==> src/rtl/cdb_arbiter.sv <==
// Common Data Bus transmit end: per-FU result FIFOs feeding a round-robin
// arbiter that broadcasts one registered tag/value pair per cycle.

package cdb_pkg;
  typedef logic [3:0] RS_tag_type;
  localparam RS_tag_type INVALID   = 4'h0;
  localparam RS_tag_type ALU_RS    = 4'h1;
  localparam RS_tag_type LOAD_RS   = 4'h2;
  localparam RS_tag_type STORE_RS  = 4'h3;
  localparam RS_tag_type BRANCH_RS = 4'h4;

  typedef struct packed {
    RS_tag_type  tag;
    logic [31:0] data;
  } cdb_t;
endpackage

// One result buffer per functional unit.
module cdb_fifo
  import cdb_pkg::*;
#(
  parameter int DEPTH = 2,
  parameter int CW    = $clog2(DEPTH) + 1
) (
  input  logic          clk_i,
  input  logic          rst_n_i,
  input  logic          flush_i,
  input  logic          push_i,
  input  logic          pop_i,
  input  cdb_t          din_i,
  output cdb_t          head_o,
  output logic [CW-1:0] count_o
);
  localparam int PW = (DEPTH > 1) ? $clog2(DEPTH) : 1;

  cdb_t          mem_q [DEPTH];
  logic [PW-1:0] wr_q, rd_q;
  logic [CW-1:0] cnt_q;

  function automatic logic [PW-1:0] nxt(input logic [PW-1:0] p);
    return (p == PW'(DEPTH - 1)) ? '0 : p + 1'b1;
  endfunction

  always_ff @(posedge clk_i) begin
    if (!rst_n_i || flush_i) begin
      wr_q  <= '0;
      rd_q  <= '0;
      cnt_q <= '0;
    end else begin
      if (push_i) begin
        mem_q[wr_q] <= din_i;
        wr_q        <= nxt(wr_q);
      end
      if (pop_i) rd_q <= nxt(rd_q);
      cnt_q <= cnt_q + CW'(push_i) - CW'(pop_i);
    end
  end

  assign head_o  = mem_q[rd_q];
  assign count_o = cnt_q;
endmodule

module cdb_arbiter
  import cdb_pkg::*;
#(
  parameter int NUM_FU     = 4,
  parameter int FIFO_DEPTH = 2
) (
  input  logic                   CLK,
  input  logic                   RST_N,
  input  logic                   FLUSH,
  input  logic [NUM_FU-1:0]      FU_VALID,
  input  RS_tag_type [NUM_FU-1:0] FU_TAG,
  input  logic [NUM_FU-1:0][31:0] FU_DATA,
  output logic [NUM_FU-1:0]      FU_READY,
  output cdb_t                   CDB_OUT,
  output logic                   PENDING
);
  localparam int CW = $clog2(FIFO_DEPTH) + 1;
  localparam int RW = $clog2(NUM_FU);

  logic [NUM_FU-1:0][CW-1:0] cnt;
  cdb_t [NUM_FU-1:0]         head;
  logic [NUM_FU-1:0]         push, pop, nonempty;

  logic [RW-1:0] rr_q, rr_d, win;
  logic          found;
  cdb_t          cdb_q, cdb_d;

  for (genvar g = 0; g < NUM_FU; g++) begin : g_fu
    assign nonempty[g] = (cnt[g] != '0);
    assign FU_READY[g] = (cnt[g] != CW'(FIFO_DEPTH));
    assign push[g]     = FU_VALID[g] & FU_READY[g] & (FU_TAG[g] != INVALID) & ~FLUSH;
    assign pop[g]      = found & (win == RW'(g));

    cdb_fifo #(.DEPTH(FIFO_DEPTH), .CW(CW)) u_fifo (
      .clk_i   (CLK),
      .rst_n_i (RST_N),
      .flush_i (FLUSH),
      .push_i  (push[g]),
      .pop_i   (pop[g]),
      .din_i   ({FU_TAG[g], FU_DATA[g]}),
      .head_o  (head[g]),
      .count_o (cnt[g])
    );
  end

  // Scan offsets from high to low so the smallest offset from rr_q wins.
  always_comb begin
    logic [RW:0] sum;
    win   = '0;
    found = 1'b0;
    sum   = '0;
    for (int k = NUM_FU - 1; k >= 0; k--) begin
      sum = {1'b0, rr_q} + (RW + 1)'(k);
      if (sum >= (RW + 1)'(NUM_FU)) sum = sum - (RW + 1)'(NUM_FU);
      if (nonempty[sum[RW-1:0]]) begin
        found = 1'b1;
        win   = sum[RW-1:0];
      end
    end
  end

  always_comb begin
    rr_d       = rr_q;
    cdb_d.tag  = INVALID;
    cdb_d.data = '0;
    if (found) begin
      cdb_d = head[win];
      rr_d  = (win == RW'(NUM_FU - 1)) ? '0 : win + 1'b1;
    end
  end

  always_ff @(posedge CLK) begin
    if (!RST_N || FLUSH) begin
      rr_q       <= '0;
      cdb_q.tag  <= INVALID;
      cdb_q.data <= '0;
    end else begin
      rr_q  <= rr_d;
      cdb_q <= cdb_d;
    end
  end

  assign CDB_OUT = cdb_q;
  assign PENDING = |nonempty;
endmodule
==> config.mk <==
export PLATFORM = sky130hd
export DESIGN_NAME = cdb_arbiter
export DESIGN_NICKNAME = d
export VERILOG_FILES = /design/src/rtl/cdb_arbiter.sv
export SDC_FILE = /design/constraint.sdc
export NUM_CORES = 1
export LEC_CHECK = 0
export ABC_AREA = 0
export BUFFER_PORTS_ARGS = -buffer_cell sky130_fd_sc_hd__buf_2
export CAP_MARGIN = 40
export CORE_ASPECT_RATIO = 0.75
export CORE_MARGIN = 2
export CORE_UTILIZATION = 57
export CTS_CLUSTER_SIZE = 24
export DETAILED_ROUTE_END_ITERATION = 12
export PLACE_DENSITY_LB_ADDON = 0.15
export SYNTH_ARGS = -nofsm -noshare
export SYNTH_HDL_FRONTEND = slang
export SYNTH_SLANG_ARGS = --single-unit
==> constraint.sdc <==
create_clock -name CLK -period 4.4 [get_ports CLK]
set_clock_uncertainty 0.1 [all_clocks]
set_input_delay 0.44 -clock CLK [delete_from_list [all_inputs] [get_ports CLK]]
set_output_delay 0.44 -clock CLK [all_outputs]
set_load 0.01 [all_outputs]
==> results.toml <==
[power]
p_sw_share_pct = 22.2
combPwrFrac_pct = 10.9
switching_power_uw = 1610
p_leak_uw = 0.00556
vdd_ir_drop_max_uv = 342
p_int_uw = 5660
p_per_area_nw_per_um2 = 458
p_clk_share_pct = 38.2
seq_power_share_pct = 50.8

[global_routing]
grt_overflow = 0
grt_pass1_wl_um = 42900
grt_use_met2_pct = 35.5
antenna_found_initial = 7
track_usage_pct = 23.2
grt_pass1_vias = 7379
busiest_layer = "met2"
grt_max_degree = 46
globalRouteMet1Util_pct = 34.1
gr-usage-met3_pct = 5.56

[sta]
finalSetupViolCount = 0
setup_tns_ns = 0
tightest_slew_ns = 0.898
fmax_mhz = 357
drv_slew = 0
rsz0062_at_grt = "false"
finalCritPeriodShare_pct = 63.7
min_period_ns = 2.80
hold_violations = 0
slew-limit-headroom_pct = 40.0

[route]
drt_pre_antenna_iters = 5
postRouteAntennaNets = 0
drt_wl_total_um = 28400
vias_per_cell = 5.59
drt_iter0_markers = 496
vias = 7160
wire_per_inst_um = 22.2
drc = 0

[min_path]
holdPathEnd = "g_fu[1].u_fifo.mem_q[0][13]$_DFFE_PP_"
holdPathStages = 1
min_path_type = "input pin to flip-flop"
min_from = "FU_DATA[45]"

[worst_setup_path]
crit_required_ns = 4.71
cp_data_arrival_time_ns = 3.11
rr_worst_depth = 6
cp-start-kind = "flip-flop"
crit_slowest_cell = "buf_4"
r2r-start = "g_fu[1].u_fifo.count_o[0]$_SDFF_PP0_"
crit_fanout = 45
worstReg2RegEnd = "CDB_OUT[34]$_SDFF_PP0_"
rrSetupSlack_ns = 1.60
critical_path.max_stage_delay_ns = 0.61
cp-end-kind = "flip-flop"
cp_cell_sequence = "or2_4 > o221ai_2 > a22o_4 > buf_4 > mux2_2 > o22ai_1"
crit_type = "flip-flop to flip-flop"

[floorplanning]
initial_utilization_pct = 58.1
die_w_um = 181
io_pins = 192
coreArea_um2 = 23000
die_y_um = 137
rows = 48
dieArea_um2 = 24700

[cells_and_area]
area_growth_pct = 18.6
design_area_um2 = 15900
final_nets = 1109
n_fill_cell = 1544
final_cell_mix = "edfxtp_1, buf_2, mux2i_1"
drive_gt1_share_pct = 34.9
final_common_cell = "edfxtp_1"

[synthesis]
synth_seq_area_share_pct = 73.3
syn_avg_cell_area_um2 = 18.0
yosysTopAreaCell = "edfxtp_1"
synth_fa_ha_area_share_pct = 0.748
synth_xor_area_share_pct = 0.786
yosys_warnings = 0
synth_top_area_share_pct = 64.7
synth_simple_gate_area_share_pct = 2.62
synthCells = 743
syn-num-nets = 902
muxShareOfSynthArea_pct = 17.3
synth_area_um2 = 13400
synth_seq_cells = 346
synth-compound-area-share_pct = 3.47
synth_area_leaders = "edfxtp_1, mux2i_1, dfxtp_1"
synth_top_family_by_area = "multiplexers"
synth.distinct_cells = 45

[placed_design]
portBuffers = 191
dpl_cell_area_um2 = 14800
place_congestion = 0.816
hpwl_um = 20000

[cts]
ctsResizeCount = 0
cts_num_sinks = 346
numCtsBuffers = 34
clk_pin_slew_ns = 0.06
holdBufCountCts = 0
cts.htree.levels = 2
cts_setup_buffers = 0
cts_tree = "yes"
ctsRootBufferMaster = "clkbuf_16"
clk_latency_ns = 0.50
clock_path_buffers = 3

[outcome]
status = "finished, final reports clean"

[flow_run]
maxCapViolCount = 0
power by group through the flow:
stage | sequential (µW) | clock, µW | combinational, µW
after floorplan | 3750 | 0 | 529
after global placement | 3760 | 0 | 750
after detailed placement | 3760 | 0 | 794
after CTS | 3700 | 2820 | 797
after global routing | 3700 | 2960 | 853
final | 3690 | 2780 | 794
critical path: cells and delay by family (launching register included):
family          cells  cell delay, ns
compound gates      3            0.90
simple gates        1            0.27
buf+inv             1            0.61
mux                 1            0.41
flops               1            0.34
flip-flops by register name (all words and copies together), names as in the netlist, named ones only:
signal               cells
g_fu.u_fifo.mem_q      288
CDB_OUT                 36
g_fu.u_fifo.rd_q         4
rr_q                     2
g_fu.u_fifo.count_o      8
g_fu.u_fifo.wr_q         4
cell type report:
class	instances	area, µm²	share of cell area, %
antenna	6	15.0	0.0946
clock buffer	55	1020	6.45
clock inverter	6	53.8	0.339
inverter	9	33.8	0.213
multi-input combinational	352	3360	21.2
sequential	346	9810	61.9
tap	300	375	2.37
timing repair buffer	207	1190	7.48
layer usage:
| layer | wire length [µm] | vias to the layer above |
|---|---|---|
| met2 | 12800 | 280 |
| met1 | 12800 | 3531 |
| met4 | 471 | 4 |
| met3 | 2320 | 45 |
| met5 | 27 | - |
| li1 | - | 3300 |
synth_stat cells (all sizes together):
master    n
nand2b    7
o221ai    2
and2      4
o21ai     5
or4       4
o22ai    36
dfxtp    58
a22oi     1
clkbuf    8
nor3      6
a22o      1
nor2b     2
or2       2
nand2     2
nor4      1
buf      28
mux2i   144
xor2      4
o31a      1
xnor2     8
nor2     18
or3       4
mux2     72
nor3b     1
a21oi     9
ha        8
edfxtp  288
and3      4
inv       9
o21a      1
and4b     4
a211o     1
worst max path at each step:
stage / startpoint / end / cells after the start / slack [ns]
2_1_floorplan: g_fu[2].u_fifo.count_o[0]$_SDFF_PP0_ / g_fu[2].u_fifo.mem_q[0][0]$_DFFE_PP_ / 4 / 0.47
3_3_place_gp: FLUSH / g_fu[0].u_fifo.mem_q[1][7]$_DFFE_PP_ / 3 / 1.72
3_5_place_dp: g_fu[1].u_fifo.count_o[0]$_SDFF_PP0_ / CDB_OUT[23]$_SDFF_PP0_ / 6 / 1.61
4_1_cts: g_fu[1].u_fifo.count_o[0]$_SDFF_PP0_ / CDB_OUT[23]$_SDFF_PP0_ / 6 / 1.59
5_1_grt: g_fu[1].u_fifo.count_o[0]$_SDFF_PP0_ / CDB_OUT[23]$_SDFF_PP0_ / 6 / 1.46
6_report: g_fu[1].u_fifo.count_o[0]$_SDFF_PP0_ / CDB_OUT[34]$_SDFF_PP0_ / 6 / 1.60
cells by family after synthesis:
kind of cell / Yosys count
AO/OA/AOI/OAI: 57
XOR/XNOR: 12
adder cells (fa/ha/maj): 8
buffers and inverters: 45
flip-flops: 346
multiplexers: 216
AND/OR/NAND/NOR: 59
per-stage QoR:
| step | setup WS [ns] | std cells | hold slack [ns] | util [%] | power [µW] |
|---|---|---|---|---|---|
| finish | 1.60 | 1281 | 0.0230 | 69.0 | 7270 |
| global route | 1.46 | 1275 | 0.0131 | 68.9 | 7510 |
| CTS | 1.59 | 1274 | 0.00688 | 68.9 | 7310 |
| detailed placement | 1.61 | 1213 | 0.413 | 64.2 | 4560 |
| global placement | 1.72 | 1207 | 0.386 | 63.6 | 4510 |
| floorplan | 0.471 | 743 | 0.380 | - | 4280 |
Note: power is estimated with default switching activity, not from simulation.
